**config.mk**
```make
export PLATFORM = sky130hd
export DESIGN_NAME = mips_bus_lsu
export DESIGN_NICKNAME = d
export VERILOG_FILES = /design/src/rtl/mips_bus_pkg.sv /design/src/rtl/mips_bus_lane_align.sv /design/src/rtl/mips_bus_lsu.sv
export SDC_FILE = /design/constraint.sdc
export NUM_CORES = 1
export LEC_CHECK = 0
export CAP_MARGIN = 30
export CORE_ASPECT_RATIO = 0.7
export CORE_MARGIN = 2
export CORE_UTILIZATION = 45
export CTS_BUF_LIST = sky130_fd_sc_hd__clkbuf_4 sky130_fd_sc_hd__clkbuf_8 sky130_fd_sc_hd__clkbuf_16
export CTS_CLUSTER_SIZE = 14
export DETAILED_ROUTE_END_ITERATION = 8
export PLACE_DENSITY = 0.81
export SLEW_MARGIN = 20
export SYNTH_ARGS = -nofsm -noshare
export SYNTH_HDL_FRONTEND = slang
export SYNTH_SLANG_ARGS = --single-unit
```
**constraint.sdc**
```tcl
create_clock -name clk -period 4.9 [get_ports clk]
set_clock_uncertainty 0.2 [all_clocks]
set_input_delay 0.735 -clock clk [delete_from_list [all_inputs] [get_ports clk]]
set_output_delay 0.735 -clock clk [all_outputs]
set_load 0.01 [all_outputs]
```
**src/rtl/mips_bus_pkg.sv**
```systemverilog
// Shared types and lane helpers for the MIPS load/store bus unit.
package mips_bus_pkg;

  typedef enum logic [1:0] {
    SZ_BYTE  = 2'b00,
    SZ_HALF  = 2'b01,
    SZ_WORD  = 2'b10,
    SZ_DWORD = 2'b11
  } size_e;

  typedef enum logic [1:0] {
    ST_IDLE  = 2'd0,
    ST_BEAT1 = 2'd1,
    ST_BEAT2 = 2'd2,
    ST_RESP  = 2'd3
  } state_e;

  function automatic int lanes(input int dw);
    return dw / 8;
  endfunction

  function automatic int off_w(input int dw);
    return $clog2(dw / 8);
  endfunction

  function automatic int size_bytes(input size_e s);
    case (s)
      SZ_BYTE: return 1;
      SZ_HALF: return 2;
      SZ_WORD: return 4;
      default: return 8;
    endcase
  endfunction

endpackage

```
**src/rtl/mips_bus_lane_align.sv**
```systemverilog
// Combinational lane logic: byteenable mask, store shift and load merge/extend.
module mips_bus_lane_align
  import mips_bus_pkg::*;
#(
  parameter int DATA_W = 32
) (
  input  logic [off_w(DATA_W)-1:0] off,
  input  size_e                    size,
  input  logic                     sgn,
  input  logic                     hi,
  input  logic [DATA_W-1:0]        wdata,
  input  logic [DATA_W-1:0]        rd_lo,
  input  logic [DATA_W-1:0]        rd_hi,
  output logic [DATA_W/8-1:0]      be,
  output logic [DATA_W-1:0]        wd,
  output logic [DATA_W-1:0]        rdata
);

  localparam int LANES = lanes(DATA_W);

  int                  off_i;
  int                  nbytes;
  logic [2*LANES-1:0]  be_full;
  logic [2*DATA_W-1:0] wd_full;
  logic [DATA_W-1:0]   rd_m;
  logic                sign;

  // The access is laid out across two consecutive bus words; hi picks the upper one.
  always_comb begin
    off_i   = int'(off);
    nbytes  = size_bytes(size);
    be_full = '0;
    for (int i = 0; i < 2 * LANES; i++)
      if (i >= off_i && i < off_i + nbytes) be_full[i] = 1'b1;
    wd_full = {{DATA_W{1'b0}}, wdata} << {off, 3'b000};
    rd_m    = DATA_W'({rd_hi, rd_lo} >> {off, 3'b000});
    sign    = 1'b0;
    for (int b = 0; b < LANES; b++)
      if (b == nbytes - 1) sign = sgn & rd_m[8*b+7];
    rdata = '0;
    for (int b = 0; b < LANES; b++)
      rdata[8*b +: 8] = (b < nbytes) ? rd_m[8*b +: 8] : {8{sign}};
  end

  assign be = hi ? be_full[2*LANES-1:LANES] : be_full[LANES-1:0];
  assign wd = hi ? wd_full[2*DATA_W-1:DATA_W] : wd_full[DATA_W-1:0];

endmodule

```
**src/rtl/mips_bus_lsu.sv**
```systemverilog
// Load/store bus unit between the multicycle MIPS core and an Avalon-style bus.
// Define MIPS_BUS_UNALIGNED_EN to allow misaligned accesses (split into two beats if needed).
module mips_bus_lsu
  import mips_bus_pkg::*;
#(
  parameter int DATA_W = 32,
  parameter int ADDR_W = 32
) (
  input  logic                clk,
  input  logic                reset,
  input  logic                req_valid,
  output logic                req_ready,
  input  logic                req_write,
  input  logic [ADDR_W-1:0]   req_addr,
  input  logic [1:0]          req_size,
  input  logic                req_signed,
  input  logic [DATA_W-1:0]   req_wdata,
  output logic                resp_valid,
  output logic [DATA_W-1:0]   resp_rdata,
  output logic                resp_err,
  output logic [ADDR_W-1:0]   address,
  output logic                read,
  output logic                write,
  input  logic                waitrequest,
  output logic [DATA_W-1:0]   writedata,
  output logic [DATA_W/8-1:0] byteenable,
  input  logic [DATA_W-1:0]   readdata
);

  localparam int LANES = lanes(DATA_W);
  localparam int OFF_W = off_w(DATA_W);

  state_e            state;
  logic              live;
  logic [OFF_W-1:0]  lat_off;
  size_e             lat_size;
  logic              lat_signed;
  logic [OFF_W-1:0]  req_off;
  int                req_bytes;
  logic              req_legal;
  logic              idle;
  logic              fire;
  logic              done;
  logic [OFF_W-1:0]  al_off;
  size_e             al_size;
  logic              al_hi;
  logic [DATA_W-1:0] al_wdata;
  logic [DATA_W-1:0] al_rd_lo;
  logic [DATA_W-1:0] al_wd;
  logic [DATA_W-1:0] al_rdata;
  logic [LANES-1:0]  al_be;
`ifdef MIPS_BUS_UNALIGNED_EN
  logic              split;
  logic              req_split;
  logic [DATA_W-1:0] lat_wdata;
  logic [DATA_W-1:0] rd1;
`endif

  // live keeps req_ready low while reset is held, without reset feeding the datapath
  assign idle      = (state == ST_IDLE);
  assign req_ready = idle & live;
  assign fire      = req_valid & req_ready;
  assign req_off   = req_addr[OFF_W-1:0];

  always_comb begin
    req_bytes = size_bytes(size_e'(req_size));
    req_legal = !((req_size == 2'b11) && (DATA_W == 32));
`ifdef MIPS_BUS_UNALIGNED_EN
    req_split = (int'(req_off) + req_bytes) > LANES;
`else
    if ((int'(req_off) & (req_bytes - 1)) != 0) req_legal = 1'b0;
`endif
  end

`ifdef MIPS_BUS_UNALIGNED_EN
  assign done     = ~waitrequest & ((state == ST_BEAT2) | ((state == ST_BEAT1) & ~split));
  assign al_hi    = (state == ST_BEAT1);
  assign al_wdata = idle ? req_wdata : lat_wdata;
  assign al_rd_lo = (state == ST_BEAT2) ? rd1 : readdata;
`else
  assign done     = ~waitrequest & (state == ST_BEAT1);
  assign al_hi    = 1'b0;
  assign al_wdata = req_wdata;
  assign al_rd_lo = readdata;
`endif
  assign al_off  = idle ? req_off : lat_off;
  assign al_size = idle ? size_e'(req_size) : lat_size;

  mips_bus_lane_align #(.DATA_W(DATA_W)) u_align (
    .off   (al_off),
    .size  (al_size),
    .sgn   (lat_signed),
    .hi    (al_hi),
    .wdata (al_wdata),
    .rd_lo (al_rd_lo),
    .rd_hi (readdata),
    .be    (al_be),
    .wd    (al_wd),
    .rdata (al_rdata)
  );

  always_ff @(posedge clk or posedge reset) begin
    if (reset) begin
      state      <= ST_IDLE;
      live       <= 1'b0;
      read       <= 1'b0;
      write      <= 1'b0;
      address    <= '0;
      byteenable <= '0;
      writedata  <= '0;
      resp_valid <= 1'b0;
      resp_rdata <= '0;
      resp_err   <= 1'b0;
    end else begin
      live       <= 1'b1;
      resp_valid <= 1'b0;
      case (state)
        ST_IDLE: if (fire) begin
          resp_rdata <= '0;
          if (req_legal) begin
            state      <= ST_BEAT1;
            address    <= {req_addr[ADDR_W-1:OFF_W], {OFF_W{1'b0}}};
            read       <= ~req_write;
            write      <= req_write;
            byteenable <= al_be;
            writedata  <= al_wd;
            resp_err   <= 1'b0;
          end else begin
            state      <= ST_RESP;
            resp_valid <= 1'b1;
            resp_err   <= 1'b1;
          end
        end
        ST_BEAT1, ST_BEAT2: begin
          if (done) begin
            state      <= ST_RESP;
            resp_valid <= 1'b1;
            read       <= 1'b0;
            write      <= 1'b0;
            byteenable <= '0;
            resp_rdata <= write ? '0 : al_rdata;
          end
`ifdef MIPS_BUS_UNALIGNED_EN
          else if (!waitrequest) begin
            state      <= ST_BEAT2;
            address    <= address + ADDR_W'(LANES);
            byteenable <= al_be;
            writedata  <= al_wd;
          end
`endif
        end
        ST_RESP: state <= ST_IDLE;
      endcase
    end
  end

  // Request fields and first-beat load data are plain data registers
  always_ff @(posedge clk) begin
    if (fire) begin
      lat_off    <= req_off;
      lat_size   <= size_e'(req_size);
      lat_signed <= req_signed;
`ifdef MIPS_BUS_UNALIGNED_EN
      lat_wdata  <= req_wdata;
      split      <= req_split;
`endif
    end
`ifdef MIPS_BUS_UNALIGNED_EN
    if (state == ST_BEAT1 && !waitrequest) rd1 <= readdata;
`endif
  end

endmodule

```
==> metrics, run 1 <==
final worst path period need 3.78 ns; Simple-Gate Fraction of Synth Area 0.0462; Avg WL per Cell 21.2 um; Worst Tran Pin Value 0.911 ns; RR Startpoint state[0]$_DFFE_PP0P_; CP Max Fanout 28; clock root buffer clkbuf_16; clk_lat worst skew 0.34 ns; Flop pwr share 0.327; flop-to-flop setup slack 1.12 ns; layout cells sized above 1 0.181; # H-tree levels 3; wire length on met3 1.76 mm; grt ovf 0; Final Hold Violating Endpoints 0; Post-synth EDFFs 5; CTS Hold Bufs 0; Sw Share 0.359; pwr dens 535 mW/mm^2; Post-CTS Resized 0; DIE WIDTH 139 um; initial antenna violation count 0; IO Port Bufs 206; pin count of the biggest net entering global routing 87; worst reg2reg path endpoint byteenable[0]$_DFFE_PP0P_; cell row count 34; final worst-path cycle share 0.771; DIE AREA 0.0137 sq mm; Post CTS Setup Buffer Count 0; vias 4798; post-synthesis mux area share 0.276; CTS buffer count 9; Gate Count Post-Synth 449; Core ar. 0.0124 sq mm; CTS tree done; Ant. Diodes 0; Pins Over Slew Limit 0; vias in the first global route 4882; max cap viols 0; Antenna Nets Post-Route 0; total clock sinks 110; # setup viols final 0; predominant post-synthesis flop cell dfrtp_1; Yosys reg bits 110; Compound-Gate Fraction of Synth Area 0.143; maximum vdd drop 0.000402 V; crit path capture byteenable[0]$_DFFE_PP0P_; Via density 5.93; setup_tns 0 ns; hold_ws 0.279 ns; Adder-Cell Fraction of Synth Area 0.0144; max_slew headroom 0.393; Util after Layout 0.666; drt initial violations 335; drt first pass iters 7; Initial Util 0.462; largest family of logic cells by synthesized area multiplexers; Leak 3.42 nW; top sig layer met4; DP HPWL 12.6 mm; outcome finished, final reports clean; routed wl met2 7.92 mm; Async S/R FF share, synth 0.955; Clock Power Share 0.171; Comb power frac 0.502; Total Routing Usage GR 0.251; Critical Path Sink Type register; post-synth design cell area 0.00574 sq mm; synth unique cells 46; post-layout power 4.42 mW; Worst setup SP type register; WL met1 7.24 mm; clock tree buffer depth 2; area added between synthesis and finish 44.1%; total routed wirelength 17.1 mm; min-delay worst type reg2reg; post-synthesis sequential area ratio 0.484; Critical Path AT 3.81 ns; RSZ-0062 raised after global routing no; Synth Area in XOR/XNOR 0; routability cong. 0.936; Ys Warns 0; # DRC 0; syn_area_per_cell 12.8 sq um; die extent in y 98.5 um; io pins 209; fin nets 752; Switch Pwr 1.59 mW; Power Internal 2.83 mW; Clock Pin Slew Worst Setup and Hold Paths 0.07 ns; required time worst endpoint 4.93 ns; first-pass GRT wire length 27.2 mm; crit path kind reg2reg; Max Fclk 0.265 GHz; cells on worst reg2reg path 9; Critical path origin state[0]$_DFFE_PP0P_
layer usage:
layer | vias up | track usage
met1 | 2410 | 0.349
met5 | - | 0
met4 | 0 | 0.0513
li1 | 2104 | -
met3 | 21 | 0.0860
met2 | 263 | 0.391
flip-flops by register name (all words and copies together), names as in the netlist:
name / count
address: 30
byteenable: 4
read: 1
writedata: 32
live: 1
write: 1
resp_valid: 1
resp_rdata: 32
state: 2
lat_signed: 1
lat_size: 2
lat_off: 2
resp_err: 1
final cells by class:
cell class,instances,area (sq um)
multi-input combinational,295,2790
fill,910,4150
clock inverter,4,56.3
timing repair buffer,216,2150
tap,162,203
sequential,110,2780
clock buffer,12,254
inverter,10,40.0
power by group through the flow:
stage                     clock (mW)  sequential [mW]  combinational (mW)
after global placement             0             1.44                2.13
after floorplan                    0             1.57                1.03
after CTS                      0.765             1.45                2.22
after detailed placement           0             1.46                2.20
after global routing           0.802             1.49                2.38
final                          0.756             1.45                2.22
cell usage after synthesis, drive strengths merged (2+ instances only):
| master | number | area share |
|---|---|---|
| a22oi | 8 | 0.010 |
| dfrtp | 105 | 0.46 |
| nor3 | 2 | 0.0017 |
| and2 | 2 | 0.0022 |
| inv | 10 | 0.0065 |
| nor2b | 2 | 0.0022 |
| a21oi | 5 | 0.0044 |
| a32oi | 24 | 0.037 |
| ha | 5 | 0.011 |
| edfxtp | 5 | 0.026 |
| nor2 | 8 | 0.0052 |
| mux2i | 28 | 0.049 |
| o211ai | 2 | 0.0026 |
| o2111ai | 2 | 0.0031 |
| clkbuf | 18 | 0.012 |
| or2 | 2 | 0.0022 |
| mux2 | 49 | 0.097 |
| nand2b | 3 | 0.0033 |
| mux4 | 33 | 0.13 |
| o31ai | 9 | 0.012 |
| a22o | 8 | 0.012 |
| o21ai | 47 | 0.041 |
| buf | 17 | 0.017 |
| nand2 | 37 | 0.024 |
| nor3b | 2 | 0.0026 |
| conb | 2 | 0.0013 |
metrics by stage:
step / area [sq um] / setup WS, ns / cells
after detailed placement: 7960 / 1.02 / 793
final: 8270 / 1.12 / 809
after floorplan: 5740 / 1.20 / 450
after global routing: 8270 / 0.903 / 809
after global placement: 7940 / 1.05 / 792
after CTS: 8270 / 1.12 / 809
placed cells by master, fill, tap and decap left out, types with 10 or more instances in the layout:
master and instances:
mux2i_1 26, mux2_2 48, o21ai_0 36, clkdlybuf4s50_1 206, o21ai_1 10, a32oi_1 24
nand2_1 37, dfrtp_1 105, mux4_2 33
worst min path at each step:
stage / startpoint / end / cells past startpoint
after floorplan: writedata[0]$_DFFE_PP0P_ / writedata[0]$_DFFE_PP0P_ / 2
after global routing: writedata[19]$_DFFE_PP0P_ / writedata[19]$_DFFE_PP0P_ / 2
final: writedata[20]$_DFFE_PP0P_ / writedata[20]$_DFFE_PP0P_ / 2
after global placement: writedata[10]$_DFFE_PP0P_ / writedata[10]$_DFFE_PP0P_ / 2
after detailed placement: writedata[20]$_DFFE_PP0P_ / writedata[20]$_DFFE_PP0P_ / 2
after CTS: writedata[20]$_DFFE_PP0P_ / writedata[20]$_DFFE_PP0P_ / 2
worst max-delay path: stages (launching register included):
cell	delay, ns
dfrtp_1	0.43
inv_1	0.12
ha_1	0.56
mux2_4	0.62
o21ai_0	0.25
inv_1	0.12
fa_1	0.19
mux4_2	0.56
o311a_1	0.36
mux2_2	0.26
cells by family after synthesis:
kind of cell,count (synthesis)
AOI/OAI and AO/OA,116
DFF,110
buffers and inverters,45
adders and majority gates,6
other,2
muxes,110
and+or+nand+nor,60
Power figures use the tool's default switching activity.
==> inputs of run 2 (changes only) <==
CORE_UTILIZATION = 41   (was 45)
PLACE_DENSITY = 0.77   (was 0.81)
clock period = 3.4 ns   (was 4.9 ns; I/O delays follow)
==> metrics, run 2 (same netlist as run 1, synthesis figures left out) <==
IO Port Bufs 206; initial antenna violation count 0; setup_tns 0 ns; Pins Over Slew Limit 0; Max Fclk 0.310 GHz; CP Max Fanout 14; Critical Path Sink Type register; area added between synthesis and finish 46.3%; CTS tree done; DP HPWL 12.3 mm; Post CTS Setup Buffer Count 0; io pins 209; clk_lat worst skew 0.34 ns; Avg WL per Cell 20.2 um; Worst setup SP type register; Worst path slowest cell mux4_2; grt ovf 0; maximum vdd drop 0.000418 V; Total Routing Usage GR 0.227; Top delay family on crit path multiplexers; WHS Path Cells 2; Critical Path AT 3.25 ns; # DRC 0; hold_ws 0.285 ns; critical path cell sequence inv_1 -> ha_4 -> mux2_4 -> o21ai_0 -> inv_1 -> fa_1 -> mux4_2 -> o311a_1 -> mux2_2; clock tree buffer depth 2; final worst path period need 3.22 ns; cells on worst reg2reg path 9; pwr dens 760 mW/mm^2; routability cong. 0.894; cell mode on critical path inv_1; GR peak layer met2; GR Layer Usage met2 0.365; drt initial violations 297; Worst Tran Pin Value 0.661 ns; first-pass GRT wire length 26.6 mm; outcome finished, final reports clean; Ant. Diodes 0; commonest non-fill, non-tap cell in the layout clkdlybuf4s50_1; die extent in y 103 um; pin count of the biggest net entering global routing 106; vias 4737; final worst-path cycle share 0.948; CP bufs+invs 2; fin nets 760; # setup viols final 0; Finished Cell Area 0.00840 sq mm; Leak 3.46 nW; setup slack after layout 0.175 ns; commonest cells after routing, fill and taps aside 206 x clkdlybuf4s50_1, 105 x dfrtp_1, 48 x mux2_2, 37 x nand2_1, 36 x o21ai_0; Final Hold Violating Endpoints 0; # H-tree levels 3; biggest regs resp_rdata: 32 flops, writedata: 32 flops, address: 30 flops; Initial Util 0.416; vias in the first global route 4939; CP peak stage delay 0.49 ns; Core ar. 0.0138 sq mm; cell row count 36; clock root buffer clkbuf_16; GRT met3 Usage 0.0704; total clock sinks 110; Antenna Nets Post-Route 0; crit path kind reg2reg; required time worst endpoint 3.42 ns; Post-Place Worst Slack 0.00563 ns; Placed Instance Area 0.00809 sq mm; max_slew headroom 0.558; Via density 5.61; DIE AREA 0.0150 sq mm; min-delay worst type reg2reg; DIE WIDTH 145 um; GR Util met1 0.308; layout cells sized above 1 0.192; Crit path depth 9; max cap viols 0; Clock Pin Slew Worst Setup and Hold Paths 0.08 ns; drt first pass iters 4; CTS buffer count 9; RSZ-0062 raised after global routing no; total routed wirelength 17.1 mm
[run 2: cell count changes in the layout (fill, tap and decap cells not counted), sizes merged]
cell      before  now
buf           10   18
clkbuf        12    9
inv           10   12
clkinvlp       0    1
[run 2: routing by layer]
metal	vias up	routed length, um
met5	-	0
met4	0	206
met3	21	1570
met2	226	8000
met1	2369	7320
li1	2121	-
[run 2: power by group]
part	switching [mW]	leakage (nW)	internal, mW	total, mW
clock	0.506	0.152	0.584	1.09
sequential	0.272	1.41	1.80	2.07
combinational	1.52	1.89	1.70	3.22
total	2.30	3.46	4.08	6.38
[run 2: repair_timing]
| item | CTS | global route |
|---|---|---|
| setup endpoints to repair | 0 | 7 |
| gates resized for setup | 0 | 1 |
| hold buffers | 0 | 0 |
[run 2: path summary, 6_finish.rpt]
path                                          startpoint                   endpoint  slack (ns)
worst min register to register  writedata[3]$_DFFE_PP0P_   writedata[3]$_DFFE_PP0P_        0.28
worst max register to register      state[0]$_DFFE_PP0P_  byteenable[0]$_DFFE_PP0P_        0.18
max in group asynchronous                          reset  writedata[15]$_DFFE_PP0P_        2.05
worst max-delay path                state[0]$_DFFE_PP0P_  byteenable[0]$_DFFE_PP0P_        0.18
min in group asynchronous                          reset           read$_DFFE_PP0P_        0.45
worst min-delay path            writedata[3]$_DFFE_PP0P_   writedata[3]$_DFFE_PP0P_        0.28
[run 2: stage by stage]
stage,utilization,instances,power (mW)
after detailed placement,0.587,829,5.29
after floorplan,-,450,3.75
after global placement,0.587,829,5.18
final,0.609,845,6.38
after global routing,0.609,845,6.75
after CTS,0.609,845,6.41
[run 2: cell type report]
cell class	count	area [sq um]
well taps	190	238
clock buffers	9	225
flip-flops and latches	110	2780
multi-input cells	295	2810
inverters	10	41.3
repair buffers	224	2220
clock inverters	7	81.3
fillers	1113	5380
[run 2: worst min-delay path, cell delays in order, from the launching register on]
cell     delay, ns
dfrtp_1       0.35
nand2_1       0.05
o21ai_0       0.06
